[src/rtl/phys_reg_free_list_if.sv]
// Dispatch/retire/kill bundle between the free list and its neighbours.
// The slave side is the free list itself; the master side is the surrounding pipeline.
interface phys_reg_free_list_if #(
  parameter int PT = 6,
  parameter int CW = 6
);
  logic          full;
  logic          empty;
  logic [CW-1:0] count;
  logic          dispatch_free_reg_valid;
  logic [PT-1:0] dispatch_free_reg_tag;
  logic          dispatch_dequeue;
  logic          ROB_retire_valid;
  logic [PT-1:0] ROB_retire_phys_reg_tag;
  logic          kill_bus_valid;
  logic [PT-1:0] kill_bus_speculated_phys_reg_tag;

  modport master (
    input  full, empty, count, dispatch_free_reg_valid, dispatch_free_reg_tag,
    output dispatch_dequeue, ROB_retire_valid, ROB_retire_phys_reg_tag,
           kill_bus_valid, kill_bus_speculated_phys_reg_tag
  );

  modport slave (
    output full, empty, count, dispatch_free_reg_valid, dispatch_free_reg_tag,
    input  dispatch_dequeue, ROB_retire_valid, ROB_retire_phys_reg_tag,
           kill_bus_valid, kill_bus_speculated_phys_reg_tag
  );
endinterface

[src/rtl/phys_reg_free_list.sv]
// Circular free list of physical register tags: two enqueues (retire, kill) and
// one dequeue (dispatch) per cycle, with a registered protocol-error pulse.
module phys_reg_free_list #(
  parameter int NUM_PHYS_REGS = 64,
  parameter int NUM_ARCH_REGS = 32,
  parameter int DEPTH         = NUM_PHYS_REGS - NUM_ARCH_REGS
) (
  input  logic                 CLK,
  input  logic                 nRST,
  output logic                 DUT_error,
  phys_reg_free_list_if.slave  fl
);
  localparam int PT = $clog2(NUM_PHYS_REGS);
  localparam int PW = $clog2(DEPTH) + 1;
  localparam int IW = PW - 1;
  localparam int CW = $clog2(DEPTH + 1);

  logic [PT-1:0] mem [DEPTH];
  logic [PW-1:0] head_ptr;
  logic [PW-1:0] tail_ptr;
  logic [PW-1:0] count_w;

  logic          deq_ok;
  logic [PW:0]   space;
  logic          retire_ok;
  logic          kill_ok;
  logic [IW-1:0] retire_idx;
  logic [IW-1:0] kill_idx;
  logic [PW-1:0] n_acc;
  logic          err_next;

  assign count_w = tail_ptr - head_ptr;

  assign fl.count                   = CW'(count_w);
  assign fl.empty                   = (count_w == '0);
  assign fl.full                    = (count_w == PW'(DEPTH));
  assign fl.dispatch_free_reg_valid = !fl.empty;
  assign fl.dispatch_free_reg_tag   = mem[head_ptr[IW-1:0]];

  // A same-cycle dequeue frees its slot for this cycle's enqueues.
  assign deq_ok = fl.dispatch_dequeue && !fl.empty;
  assign space  = (PW+1)'(DEPTH) - {1'b0, count_w} + (PW+1)'(deq_ok);

  assign retire_ok = fl.ROB_retire_valid && (space != '0);
  assign kill_ok   = fl.kill_bus_valid &&
                     (space >= (retire_ok ? (PW+1)'(2) : (PW+1)'(1)));

  assign retire_idx = tail_ptr[IW-1:0];
  assign kill_idx   = tail_ptr[IW-1:0] + IW'(retire_ok);
  assign n_acc      = PW'(retire_ok) + PW'(kill_ok);

  assign err_next =
      (fl.dispatch_dequeue && fl.empty) ||
      (fl.ROB_retire_valid && !retire_ok) ||
      (fl.kill_bus_valid && !kill_ok) ||
      (fl.ROB_retire_valid && fl.kill_bus_valid &&
       (fl.ROB_retire_phys_reg_tag == fl.kill_bus_speculated_phys_reg_tag)) ||
      (fl.ROB_retire_valid && (fl.ROB_retire_phys_reg_tag < PT'(NUM_ARCH_REGS))) ||
      (fl.kill_bus_valid && (fl.kill_bus_speculated_phys_reg_tag < PT'(NUM_ARCH_REGS)));

  always_ff @(posedge CLK or negedge nRST) begin
    if (!nRST) begin
      head_ptr  <= '0;
      tail_ptr  <= PW'(DEPTH);
      DUT_error <= 1'b0;
    end else begin
      head_ptr  <= head_ptr + PW'(deq_ok);
      tail_ptr  <= tail_ptr + n_acc;
      DUT_error <= err_next;
    end
  end

  // Out of reset every non-architectural tag is free, in ascending order.
  always_ff @(posedge CLK or negedge nRST) begin
    if (!nRST) begin
      for (int i = 0; i < DEPTH; i++) begin
        mem[i] <= PT'(NUM_ARCH_REGS + i);
      end
    end else begin
      if (retire_ok) mem[retire_idx] <= fl.ROB_retire_phys_reg_tag;
      if (kill_ok)   mem[kill_idx]   <= fl.kill_bus_speculated_phys_reg_tag;
    end
  end
endmodule

[src/flat_wrapper.sv]
// flat-port wrapper written by rule: the top's interface ports become plain ports
module phys_reg_free_list_flat 
#(
  parameter int NUM_PHYS_REGS = 64,
  parameter int NUM_ARCH_REGS = 32,
  parameter int DEPTH         = NUM_PHYS_REGS - NUM_ARCH_REGS
)
  (CLK, nRST, DUT_error, fl_full, fl_empty, fl_count, fl_dispatch_free_reg_valid, fl_dispatch_free_reg_tag, fl_dispatch_dequeue, fl_ROB_retire_valid, fl_ROB_retire_phys_reg_tag, fl_kill_bus_valid, fl_kill_bus_speculated_phys_reg_tag);
  phys_reg_free_list_if #(.PT(6), .CW(6)) fl_i ();
  input  logic CLK;
  input  logic nRST;
  output logic DUT_error;
  output wire logic [$bits(fl_i.full)-1:0] fl_full;
  output wire logic [$bits(fl_i.empty)-1:0] fl_empty;
  output wire logic [$bits(fl_i.count)-1:0] fl_count;
  output wire logic [$bits(fl_i.dispatch_free_reg_valid)-1:0] fl_dispatch_free_reg_valid;
  output wire logic [$bits(fl_i.dispatch_free_reg_tag)-1:0] fl_dispatch_free_reg_tag;
  input wire logic [$bits(fl_i.dispatch_dequeue)-1:0] fl_dispatch_dequeue;
  input wire logic [$bits(fl_i.ROB_retire_valid)-1:0] fl_ROB_retire_valid;
  input wire logic [$bits(fl_i.ROB_retire_phys_reg_tag)-1:0] fl_ROB_retire_phys_reg_tag;
  input wire logic [$bits(fl_i.kill_bus_valid)-1:0] fl_kill_bus_valid;
  input wire logic [$bits(fl_i.kill_bus_speculated_phys_reg_tag)-1:0] fl_kill_bus_speculated_phys_reg_tag;
  assign fl_full = fl_i.full;
  assign fl_empty = fl_i.empty;
  assign fl_count = fl_i.count;
  assign fl_dispatch_free_reg_valid = fl_i.dispatch_free_reg_valid;
  assign fl_dispatch_free_reg_tag = fl_i.dispatch_free_reg_tag;
  assign fl_i.dispatch_dequeue = fl_dispatch_dequeue;
  assign fl_i.ROB_retire_valid = fl_ROB_retire_valid;
  assign fl_i.ROB_retire_phys_reg_tag = fl_ROB_retire_phys_reg_tag;
  assign fl_i.kill_bus_valid = fl_kill_bus_valid;
  assign fl_i.kill_bus_speculated_phys_reg_tag = fl_kill_bus_speculated_phys_reg_tag;
  phys_reg_free_list #(.NUM_PHYS_REGS(NUM_PHYS_REGS), .NUM_ARCH_REGS(NUM_ARCH_REGS), .DEPTH(DEPTH)) u_core (.CLK(CLK), .nRST(nRST), .DUT_error(DUT_error), .fl(fl_i));
endmodule
[config.mk]
export PLATFORM = sky130hd
export DESIGN_NAME = phys_reg_free_list_flat
export DESIGN_NICKNAME = d
export VERILOG_FILES = /design/src/rtl/phys_reg_free_list_if.sv /design/src/rtl/phys_reg_free_list.sv /design/src/flat_wrapper.sv
export SDC_FILE = /design/constraint.sdc
export NUM_CORES = 1
export LEC_CHECK = 0
export BUFFER_PORTS_ARGS = -buffer_cell sky130_fd_sc_hd__buf_2
export CAP_MARGIN = 15
export CORE_UTILIZATION = 54
export CTS_BUF_LIST = sky130_fd_sc_hd__clkbuf_4 sky130_fd_sc_hd__clkbuf_8
export CTS_CLUSTER_DIAMETER = 40
export DETAILED_ROUTE_END_ITERATION = 16
export GPL_TIMING_DRIVEN = 0
export PLACE_DENSITY = 0.72
export SYNTH_ARGS = -nofsm -noshare
export SYNTH_HDL_FRONTEND = slang
export SYNTH_SLANG_ARGS = --single-unit
export TNS_END_PERCENT = 100
[constraint.sdc]
create_clock -name CLK -period 9.5 [get_ports CLK]
set_input_delay 0.95 -clock CLK [delete_from_list [all_inputs] [get_ports CLK]]
set_output_delay 0.95 -clock CLK [all_outputs]
set_load 0.01 [all_outputs]
# Word level (Yosys, flattened, before mapping)
# Index checks and enable logic that the tools add are counted.
[word_totals]
inputBits = 17
elab_cells = 89
output_inout_bits = 16
ff_bits = 205
[op_classes]
n_bitwise = 3
n_mux = 12
eq_ne = 2
reduce_logical = 22
n_addsub = 7
magnitude_cmp = 8
[ops]
columns = ["op", "count"]
rows = [
  ["192-bit bitwise mux", 2],
  ["192-bit 2-to-1 mux", 2],
  ["6-bit demux with 5-bit select", 2],
  ["6-bit binary-select mux with 5-bit select", 1],
  ["6-bit 2-to-1 mux", 4],
  ["6-bit greater-or-equal comparator, second input constant", 3],
  ["5-bit NOT with 6-bit output", 3],
  ["1-bit logical AND", 12],
  ["6-bit by 1-bit less-than comparator with 1-bit output, second input constant", 2],
  ["6-bit less-than comparator, second input constant", 2],
  ["7-bit by 1-bit adder with 7-bit output", 1],
  ["7-bit greater-or-equal comparator", 1],
  ["7-bit nonzero test", 1],
  ["6-bit by 6-bit subtractor with 7-bit output, first input constant", 1],
  ["6-bit by 1-bit adder with 6-bit output", 1],
  ["6-bit adder", 1],
  ["6-bit == test", 1],
  ["6-bit == test, second input constant", 1],
  ["6-bit logical NOT", 1],
  ["6-bit subtractor", 1],
  ["5-bit by 1-bit adder with 5-bit output", 1],
  ["1-bit logical OR", 5],
  ["1-bit logical NOT", 3],
  ["1-bit by 1-bit adder with 2-bit output", 1],
  ["2-bit 2-to-1 mux", 1],
]

# Depth between registers and ports, before layout
[depth]
ltp_word = 16
mapped_depth = 28
ltp_nobuf = 24

# Worst setup path after synthesis
# No wires, ideal clock.
[synth_path]
kind = "register to register"
startpoint = "reg u_core.head_ptr[1]"
endpoint = "reg u_core.mem[112] (netlist name)"
setup_time_ps = 126
required_time_ps = 9374
n_path_buf = 8
slack_ps = 4111
t_arrival_ps = 5264
period_less_slack_ps = 5389
path_stages_with_launch = 29
cell_sequence = "dfrtp_1 > clkbuf_1 > clkbuf_1 > inv_1 > fa_1 > inv_1 > ha_1 > o21ai_0 > mux2i_1 > and3_1 > mux2i_2 > buf_6 > nor2_8 > buf_6 > buf_6 > buf_4 > nor2b_1 > ha_1 > ha_1 > clkbuf_1 > a21o_1 > nand2_1 > nand2_1 > a2bb2oi_1 > nor2_1 > o21ai_0 > clkbuf_1 > o21a_1 > a21oi_1"
[synth_between]
elab_chain_cells = 15
elab_cells_between_ends = 21
classes_between = "add/sub: 4; order compare: 3; mux: 6; bitwise: 1; reduce/logical: 7"
[synth_rtl]
columns = ["item", "line_no", "source"]
rows = [
  ["start, declared", "phys_reg_free_list.sv:19", "logic [PW-1:0] head_ptr;"],
  ["start signal, assigned", "phys_reg_free_list.sv:67", "head_ptr <= head_ptr + PW'(deq_ok);"],
  ["6-bit subtractor *", "phys_reg_free_list.sv:32", "assign count_w = tail_ptr - head_ptr;"],
  ["net fl_count[1]", "flat_wrapper.sv:15", "output wire logic [$bits(fl_i.count)-1:0] fl_count;"],
  ["parallel branches: the longest is 3 deep, another holds 6-bit by 6-bit subtractor with 7-bit output", "n/a", ""],
  ["7-bit by 1-bit adder with 7-bit output *", "phys_reg_free_list.sv:42", "assign space = (PW+1)'(DEPTH) - {1'b0, count_w} + (PW+1)'(deq_ok);"],
  ["7-bit nonzero test", "phys_reg_free_list.sv:44", "assign retire_ok = fl.ROB_retire_valid && (space != '0);"],
  ["1-bit logical AND", "phys_reg_free_list.sv:44", ""],
  ["5-bit by 1-bit adder with 5-bit output", "phys_reg_free_list.sv:49", "assign kill_idx = tail_ptr[IW-1:0] + IW'(retire_ok);"],
  ["5-bit NOT with 6-bit output (not written as such)", "phys_reg_free_list.sv:81", "if (kill_ok) mem[kill_idx] <= fl.kill_bus_speculated_phys_reg_tag;"],
  ["6-bit greater-or-equal comparator (not written as such) / 6-bit by 1-bit less-than comparator with 1-bit output (equally long branches)", "phys_reg_free_list.sv:81", ""],
  ["1-bit logical AND (not written as such)", "phys_reg_free_list.sv:81", ""],
  ["6-bit 2-to-1 mux (not written as such)", "phys_reg_free_list.sv:81", ""],
  ["6-bit demux with 5-bit select", "phys_reg_free_list.sv:81", ""],
  ["192-bit bitwise mux", "phys_reg_free_list.sv:81", ""],
  ["192-bit 2-to-1 mux *", "phys_reg_free_list.sv:81", ""],
  ["end signal, assigned by index", "phys_reg_free_list.sv:77", "mem[i] <= PT'(NUM_ARCH_REGS + i);"],
  ["end signal, assigned by index", "phys_reg_free_list.sv:80", "if (retire_ok) mem[retire_idx] <= fl.ROB_retire_phys_reg_tag;"],
  ["end signal, assigned by index", "phys_reg_free_list.sv:81", ""],
  ["end, declared", "phys_reg_free_list.sv:18", "logic [PT-1:0] mem [DEPTH];"],
]
# Mark *: on every way through the listed nets, which the timed path passes.

# Worst setup path in the final report
[layout_path]
startpoint = "reg u_core.head_ptr[1]"
endpoint = "reg u_core.mem[154] (netlist name)"
[layout_between]
elab_chain_cells = 15
elab_cells_between_ends = 21
classes_between = "add/sub: 4; order compare: 3; mux: 6; bitwise: 1; reduce/logical: 7"
[layout_rtl]
columns = ["item", "line_no"]
rows = [
  ["6-bit subtractor *", "phys_reg_free_list.sv:32"],
  ["parallel branches: the longest is 3 deep, another holds 6-bit by 6-bit subtractor with 7-bit output", "n/a"],
  ["7-bit by 1-bit adder with 7-bit output *", "phys_reg_free_list.sv:42"],
  ["7-bit nonzero test", "phys_reg_free_list.sv:44"],
  ["1-bit logical AND", "phys_reg_free_list.sv:44"],
  ["5-bit by 1-bit adder with 5-bit output", "phys_reg_free_list.sv:49"],
  ["5-bit NOT with 6-bit output (not written as such)", "phys_reg_free_list.sv:81"],
  ["6-bit greater-or-equal comparator (not written as such) / 6-bit by 1-bit less-than comparator with 1-bit output (equally long branches)", "phys_reg_free_list.sv:81"],
  ["1-bit logical AND (not written as such)", "phys_reg_free_list.sv:81"],
  ["6-bit 2-to-1 mux (not written as such)", "phys_reg_free_list.sv:81"],
  ["6-bit demux with 5-bit select", "phys_reg_free_list.sv:81"],
  ["192-bit bitwise mux", "phys_reg_free_list.sv:81"],
  ["192-bit 2-to-1 mux *", "phys_reg_free_list.sv:81"],
]
# Every way passes the cells marked *.

==> impl_metrics.env <==
export IMPL_worstPathArrival_ns=7.50
export IMPL_synth_warnings=0
export IMPL_fillCellCount=2062
export IMPL_tns_ns=0
export IMPL_finClkSkew_ns=0.0370
export IMPL_ys_types=58
export IMPL_rows=57
export IMPL_ys_flop_type="dfstp_2"
export IMPL_clock_latency_ns=0.57
export IMPL_clkTransAtPathRegs_ns=0.06
export IMPL_ctsRootBufferMaster="clkbuf_8"
export IMPL_fin_nets=1554
export IMPL_final_min_period_over_clock_period=0.746
export IMPL_relSlewSlack=0.222
export IMPL_rr_worst_depth=24
export IMPL_die_y_um=160
export IMPL_drt_total_wl_um=54000
export IMPL_drv_cap=0
export IMPL_grt_max_degree=84
export IMPL_yosysTopAreaCell="dfstp_2"
export IMPL_grt_pass1_vias=12800
export IMPL_cts_sinks=205
export IMPL_hold_path_class="in2async"
export IMPL_finalHoldViolCount=0
export IMPL_finalSetupViolCount=0
export IMPL_tightest_slew_ns=1.16
export IMPL_rsz0062_at_grt="no"
export IMPL_critical_path_cell_chain="clkbuf_1, clkbuf_1, inv_1, fa_1, xor2_2, nor3b_1, mux2i_1, nor4_1, o21ai_2, nor2_8, buf_6, buf_6, buf_4, nor2b_1, ha_1, ha_1, clkbuf_1, xnor2_1, a31oi_1, nor2_1, o21ai_0, clkbuf_1, o31a_1, a21oi_1"
export IMPL_p_per_area_mw_per_mm2=416
export IMPL_dp_hpwl_um=36700
export IMPL_die_w_um=160
export IMPL_boundaryPins=33
export IMPL_antenna_left=0
export IMPL_report_final_slew_viol_count=0
export IMPL_cellLeakagePower_uw=0.00551
export IMPL_ctsResizeCount=0
export IMPL_cts_made_buffers=43
export IMPL_max_freq_ghz=0.141
export IMPL_start_util=0.553
export IMPL_synth_enable_flop_cells=0
export IMPL_core_mm2=0.0245
export IMPL_grt_pass1_wl_um=80600
export IMPL_overflow=0
export IMPL_htreeDepth=2
export IMPL_critPathBufInv=8
export IMPL_fin_util=0.621
export IMPL_crit_slowest_cell="clkbuf_1"
export IMPL_cts_setup_buffers=0
export IMPL_slowest_delay_ns=0.64
export IMPL_status="complete, no violations"
export IMPL_drt_initial_drc_count=2104
export IMPL_firstDrtPassIters=7
export IMPL_design_area_mm2=0.0152
export IMPL_critical_path_top_cell_by_count="clkbuf_1"
export IMPL_synth_area_leaders="dfstp_2, dfrtp_1, mux4_2, o31ai_1, or3_1"
export IMPL_io_buffers=26
export IMPL_wl_per_cell_um=28.7
export IMPL_ys_seq_area_frac=0.390
export IMPL_critPathLaunchType="flip-flop"
export IMPL_clockBufferDepth=3
export IMPL_cp_depth=24
export IMPL_drc=0
export IMPL_grt_total_usage=0.426
export IMPL_min_period_ns=7.08
export IMPL_synth_top_cell_area_share=0.220
export IMPL_via_count=13500
export IMPL_endpoint_kind="flip-flop"
export IMPL_placed_area_mm2=0.0141
export IMPL_crit_family="buffers and inverters"
export IMPL_layout_commonest_cell="nor2_1"
export IMPL_place_congestion=1.06
export IMPL_setup_ws_ns=2.42
export IMPL_syn_nets=1480
export IMPL_cts_tree="built"
export IMPL_cts_hold_buf=0
export IMPL_die_area_mm2=0.0257
export IMPL_ys_seq_elements=205
export IMPL_synthCells=1446
export IMPL_grt_antenna_before_repair=6
export IMPL_area_growth_pct=12.3
export IMPL_syn_area_per_cell_um2=9.35
export IMPL_ys_async_sr_fraction=1.00
export IMPL_avgViaCountPerCell=7.16
export IMPL_most_common_layout_cells="nor2_1, or3_1, a31oi_1, o31ai_1, dfstp_2"
export IMPL_path_class="reg2reg"
export IMPL_drive_gt1_frac=0.229
export IMPL_netlist_area_mm2=0.0135
export IMPL_place_ws_ns=2.70
export IMPL_peakVddDrop_v=0.000216
export IMPL_worstPathMaxFanout=10
export IMPL_worstPathRequired_ns=9.92
==> per-layer routing <==
metal	up-vias	global-route usage	part of all wire	wire, um
li1	5611	-	-	-
met1	6490	0.549	0.36	19700
met2	1096	0.601	0.42	22600
met3	290	0.145	0.14	7660
met4	4	0.292	0.075	4070
met5	-	0	0.00048	26
==> worst reg2reg max path: stages, from the launching register on <==
cell      delay [ns]
dfrtp_1         0.35
clkbuf_1        0.28
clkbuf_1        0.64
inv_1           0.22
fa_1            0.51
xor2_2          0.23
nor3b_1         0.21
mux2i_1         0.13
nor4_1          0.50
o21ai_2         0.31
nor2_8          0.24
buf_6           0.23
buf_6           0.17
buf_4           0.22
nor2b_1         0.14
ha_1            0.27
ha_1            0.21
clkbuf_1        0.19
xnor2_1         0.19
a31oi_1         0.61
nor2_1          0.10
o21ai_0         0.20
clkbuf_1        0.49
o31a_1          0.23
a21oi_1         0.06
==> area by class of cell <==
type                    count  area [um^2]  area share
repair buffers             29          210      0.0138
inverters                  13         48.8     0.00321
clock inverters            13          200      0.0132
flip-flops and latches    205         5270       0.347
diodes                      7         17.5     0.00115
plain buffers             178          892      0.0588
multi-input cells        1050         7310       0.481
clock buffers              65          832      0.0548
well taps                 324          405      0.0267
==> cell usage after synthesis (15+ instances only) <==
master	count
nand3_1	36
buf_2	33
o21a_1	36
nand2_1	33
mux4_2	60
dfstp_2	113
o31ai_1	145
a31oi_1	148
dfrtp_1	92
o21ai_0	68
or3_1	149
nor2_1	219
buf_6	21
ha_1	15
clkbuf_1	107
a21oi_1	30
==> stage by stage <==
step | hold WS (ns) | instances | power (uW)
after floorplan | 0.456 | 1446 | 3920
after global placement | 0.467 | 1796 | 4930
after detailed placement | 0.479 | 1798 | 5010
after CTS | 0.327 | 1876 | 6150
after global routing | 0.359 | 1877 | 6570
final | 0.312 | 1884 | 6310
==> logic make-up (layout without fill, tap and decap cells) <==
kind of cell | Yosys count | count (layout) | share of synthesized area
AND/OR/NAND/NOR | 469 | 469 | 0.169
multiplexers | 69 | 69 | 0.107
XOR/XNOR | 22 | 22 | 0.0148
adder cells (fa/ha/maj) | 17 | 17 | 0.0168
flip-flops | 205 | 205 | 0.390
buffers and inverters | 191 | 298 | 0.0696
other | 0 | 7 | 0
AO/OA/AOI/OAI | 473 | 473 | 0.233
==> worst paths after layout <==
check	startpoint	slack [ns]	end
min in group CLK	u_core.mem[96]	0.49	u_core.mem[96]
min	nRST	0.31	u_core.mem[32]
max reg2reg	u_core.head_ptr[1]	2.42	u_core.mem[154]
min reg2reg	u_core.mem[96]	0.49	u_core.mem[96]
max	u_core.head_ptr[1]	2.42	u_core.mem[154]
max in group asynchronous	nRST	8.29	u_core.mem[175]
==> power breakdown <==
group          total [uW]  switching (uW)  internal, uW
sequential           1760             280          1480
combinational        3420            2140          1290
clock                1130             432           697
total                6310            2850          3460
==> sequential cells by signal (all words and copies together) (netlist names) <==
register,count
u_core.mem,192
u_core.head_ptr,6
u_core.tail_ptr,6
u_core.DUT_error,1
Power figures use the tool's default switching activity.
